<file path="src/rtl/rr_priority_encoder.sv">
// rr_priority_encoder: N-to-log2(N) request encoder with a valid/ready handshake.
// Selects one set bit of the accepted request vector, either by fixed priority
// (lowest index wins) or round-robin (search starts at a rotating pointer).
// The result is registered with status flags and held under backpressure.
//
// Ports:
//   clk       rising-edge clock
//   rst       synchronous active-high reset
//   en        block enable; 0 blocks new accepts (held output still drains)
//   din       request vector
//   in_valid  din valid this cycle
//   in_ready  block can accept din this cycle (combinational)
//   out       encoded index of the selected request
//   out_valid out/none/multi are valid
//   out_ready consumer takes out this cycle
//   none      accepted din was all-zero
//   multi     accepted din had two or more bits set
module rr_priority_encoder #(
  parameter int unsigned N    = 8,
  parameter int unsigned W    = $clog2(N),
  parameter int unsigned MODE = 0
) (
  input  logic         clk,
  input  logic         rst,
  input  logic         en,
  input  logic [N-1:0] din,
  input  logic         in_valid,
  output logic         in_ready,
  output logic [W-1:0] out,
  output logic         out_valid,
  input  logic         out_ready,
  output logic         none,
  output logic         multi
);

  logic [W-1:0] ptr;
  logic [W-1:0] ptr_nxt;
  logic [W-1:0] sel_idx;
  logic         sel_found;
  logic         multi_c;
  logic         accept;
  logic [W-1:0] scan_w;
  int unsigned  scan_idx;

  // Accept whenever enabled and the output slot is empty or draining this cycle.
  assign in_ready = en & (~out_valid | out_ready);
  assign accept   = in_valid & in_ready;

  // Circular scan from ptr; ptr stays 0 in fixed-priority mode, so the same
  // scan yields lowest-index-wins there.
  always_comb begin
    sel_idx   = '0;
    sel_found = 1'b0;
    scan_idx  = 0;
    scan_w    = '0;
    for (int unsigned i = 0; i < N; i++) begin
      scan_idx = (32'(ptr) + i) % N;
      scan_w   = W'(scan_idx);
      if (!sel_found && din[scan_w]) begin
        sel_found = 1'b1;
        sel_idx   = scan_w;
      end
    end
  end

  // Pointer advances to the slot after the winner, wrapping at N-1.
  assign ptr_nxt = (32'(sel_idx) == N - 1) ? '0 : sel_idx + W'(1);

  assign multi_c = ($countones(din) > 1);

  // Result register, flags and round-robin pointer.
  always_ff @(posedge clk) begin
    if (rst) begin
      out       <= '0;
      out_valid <= 1'b0;
      none      <= 1'b0;
      multi     <= 1'b0;
      ptr       <= '0;
    end else if (accept) begin
      out       <= sel_idx;
      out_valid <= 1'b1;
      none      <= ~sel_found;
      multi     <= multi_c;
      // An all-zero request leaves the pointer where it was.
      if (MODE == 1 && sel_found) begin
        ptr <= ptr_nxt;
      end
    end else if (out_ready) begin
      out_valid <= 1'b0;
    end
  end

endmodule

</file>
<file path="config.mk">
export PLATFORM = sky130hd
export DESIGN_NAME = rr_priority_encoder
export DESIGN_NICKNAME = d
export VERILOG_FILES = /design/src/rtl/rr_priority_encoder.sv
export SDC_FILE = /design/constraint.sdc
export NUM_CORES = 1
export LEC_CHECK = 0
export ABC_AREA = 1
export ABC_CLOCK_PERIOD_IN_PS = 3300
export CAP_MARGIN = 20
export CORE_MARGIN = 4
export CORE_UTILIZATION = 39
export CTS_CLUSTER_DIAMETER = 30
export DETAILED_ROUTE_END_ITERATION = 10
export HOLD_SLACK_MARGIN = 0.05
export PLACE_DENSITY = 0.73
export SETUP_SLACK_MARGIN = 0.4
export SYNTH_ARGS = -nofsm -noshare
export SYNTH_HDL_FRONTEND = slang
export SYNTH_SLANG_ARGS = --single-unit
export TNS_END_PERCENT = 10
</file>
<file path="constraint.sdc">
create_clock -name clk -period 3.3 [get_ports clk]
set_input_delay 0.66 -clock clk [delete_from_list [all_inputs] [get_ports clk]]
set_output_delay 0.66 -clock clk [all_outputs]
set_load 0.01 [all_outputs]
</file>
==> flow_summary.json <==
{
  "slew_headroom_pct": 81.9,
  "leakagePower_uw": 0.000422,
  "fin_tns_setup_ps": 0,
  "ctsHoldBuffers": 0,
  "critPathArrivalTime_ps": 3170,
  "clockRootBuffer": "clkbuf_4",
  "p_sw_share_pct": 32.4,
  "syn2layout_area_growth_pct": 47.6,
  "viasPerCell": 4.70,
  "rows": 13,
  "period_share_pct": 92.3,
  "synthArstFlopShare_pct": 0,
  "switching_power_uw": 85.5,
  "yosysSeqAreaShare_pct": 21.0,
  "cts.path.max_buffers": 2,
  "required_ps": 3430,
  "finalHoldViolCount": 0,
  "timing.fmax_mhz": 328,
  "drt_iter0_markers": 9,
  "synth_edf_count": 0,
  "synth_top_flop_cell": "dfxtp_1",
  "cts_inserted_buffers": 3,
  "grt_max_degree": 11,
  "htreeDepth": 1,
  "timing_worst_setup_path_type": "primary input to register",
  "portBuffers": 19,
  "netlist_area_um2": 573,
  "synth.top_cell.area_share_pct": 21.0,
  "clkSinkCount": 6,
  "grt_overflow": 0,
  "diodes": 0,
  "vias": 569,
  "synth_most_common_cell": "inv_1",
  "cts_tree": "yes",
  "worst_slew_pin_slew_ps": 270,
  "setup.worst_path.end_class": "register",
  "status": "finished clean",
  "ant_nets": 0,
  "crit_chain": "buf_6, fa_1, inv_1, fa_1, fa_1, inv_2, ha_4, inv_2, fa_1, o21ai_1, nor2_1, a21oi_1",
  "cp_common_cell": "fa_1",
  "ios": 20,
  "cp_slowest_stage_delay_ps": 530,
  "rsz0062_at_grt": "true",
  "avgSynthCellArea_um2": 7.25,
  "first_pass_iters": 4,
  "clk_pin_slew_ps": 40,
  "finalCriticalPeriod_ps": 3040,
  "ir_worst_vdd_mv": 0.237,
  "floorplan.initialDensity_pct": 42.4,
  "drv_cap": 0,
  "ys_seq_elements": 6,
  "drt-total-wl_um": 1280,
  "hpwl_um": 1100,
  "synth_top_area_cell": "dfxtp_1",
  "synth_fp_nets": 101,
  "cp_max_fo": 2,
  "drc": 0,
  "drv_slew": 0,
  "antenna_found_initial": 0,
  "synthTopCellsByArea": "dfxtp_1, fa_1, inv_1, ha_1, nand2_1",
  "internal_power_uw": 178,
  "placedCellCount": 117,
  "die_h_um": 46.3,
  "detail_route.wl_per_cell_um": 10.6,
  "grt_pass1_vias": 552,
  "setup.worst_path.start_class": "primary input",
  "clock_latency_ps": 240,
  "synth_top_cells_by_count": "inv_1, nand2_1, dfxtp_1",
  "grt_pass1_wl_um": 2140,
  "p_comb_share_pct": 44.6,
  "core_mm2": 0.00135,
  "clkPwrFrac_pct": 25.0,
  "setup_viol": 0,
  "synthCells": 79,
  "dieArea_mm2": 0.00215,
  "final_cells": 121,
  "regToRegSetupSlack_ps": 2220,
  "drive_above_1_share_pct": 21.7,
  "p_per_area_mw_per_mm2": 312,
  "yosysUniqueCellTypes": 19,
  "min_path_type": "register to register",
  "p_seq_share_pct": 30.5,
  "finClkSkew_ps": 3.76,
  "worst_path_max_delay_cell": "fa_1",
  "routabilityCongestion": 0.862,
  "grt_use_total_pct": 13.8,
  "layout.nets": 130,
  "yosys_warnings": 0,
  "die_w_um": 46.3
}
[through the flow]
step / util (%) / worst slack (ps) / instance area, µm² / hold WS, ps / total power [µW]
final: 62.7 / 255 / 846 / 516 / 264
after global routing: 62.7 / 114 / 846 / 543 / 291
after CTS: 61.9 / 143 / 836 / 519 / 263
after detailed placement: 60.3 / -477 / 815 / 509 / 191
after global placement: 60.3 / -387 / 815 / 504 / 185
after floorplan: - / 128 / 576 / 534 / 143
[routing by layer]
| metal | part of all wire, % | global-route usage [%] |
|---|---|---|
| met1 | 40 | 16.0 |
| met2 | 56 | 25.3 |
| met4 | 0 | 1.70 |
| met3 | 4.1 | 3.91 |
| met5 | 0 | 0 |
[power by group through the flow]
stage | Sequential [µW] | Clock, µW | Combinational, µW
after floorplan | 84.0 | 0 | 58.7
after global placement | 81.4 | 0 | 104
after detailed placement | 81.6 | 0 | 109
after CTS | 80.5 | 67.7 | 115
after global routing | 80.8 | 73.0 | 137
final | 80.4 | 65.9 | 118
[repair_timing]
item / in CTS / in global routing
setup endpoints to repair: 1 / 1
gates resized for setup: 15 / 2
pin swaps: 6 / 3
buffers inserted: 1 / 0
[layout make-up]
class / count / area [µm²]
timing repair buffer: 24 / 219
multi-input combinational: 53 / 388
sequential: 6 / 120
tap: 15 / 18.8
clock buffer: 3 / 22.5
inverter: 20 / 77.6
fill: 124 / 504
[cell families after synthesis]
kind of cell	synth area share, %
and+or+nand+nor	29.7
buffers and inverters	13.5
adders and majority gates	24.9
DFF	21.0
AOI/OAI and AO/OA	10.9
[sequential cells by signal (all words and copies together), names as in the netlist]
name / cells
out: 3
multi: 1
none: 1
out_valid: 1
[worst max-delay path: cells and delay by family]
family	cells	cell delay, ps
buffers and inverters	4	260
and+or+nand+nor	1	80
AOI/OAI and AO/OA	2	120
adders and majority gates	5	2050
[placed cells by master, fill, tap and decap left out, types with 2 or more instances in the layout]
| cell | n |
|---|---|
| a21oi_1 | 2 |
| o21ai_0 | 3 |
| ha_1 | 4 |
| nor2_1 | 5 |
| clkdlybuf4s50_1 | 16 |
| nor2_2 | 3 |
| o21a_1 | 2 |
| nand3_1 | 5 |
| inv_1 | 16 |
| clkbuf_4 | 3 |
| nand3_2 | 2 |
| nand4_1 | 2 |
| nand2_1 | 14 |
| inv_2 | 3 |
| fa_1 | 4 |
| buf_4 | 5 |
| buf_2 | 2 |
| o21ai_1 | 3 |
| dfxtp_1 | 6 |
[path summary, 6_finish.rpt]
kind                                from                   to  cells after the start
setup reg to reg  out_valid$_SDFFE_PP0P_  out[0]$_SDFFE_PP0P_                      8
hold / removal         none$_SDFFE_PP0P_    none$_SDFFE_PP0P_                      2
setup / recovery                  din[3]   multi$_SDFFE_PP0P_                     12
hold reg to reg        none$_SDFFE_PP0P_    none$_SDFFE_PP0P_                      2
(Power assumes the default switching activity.)
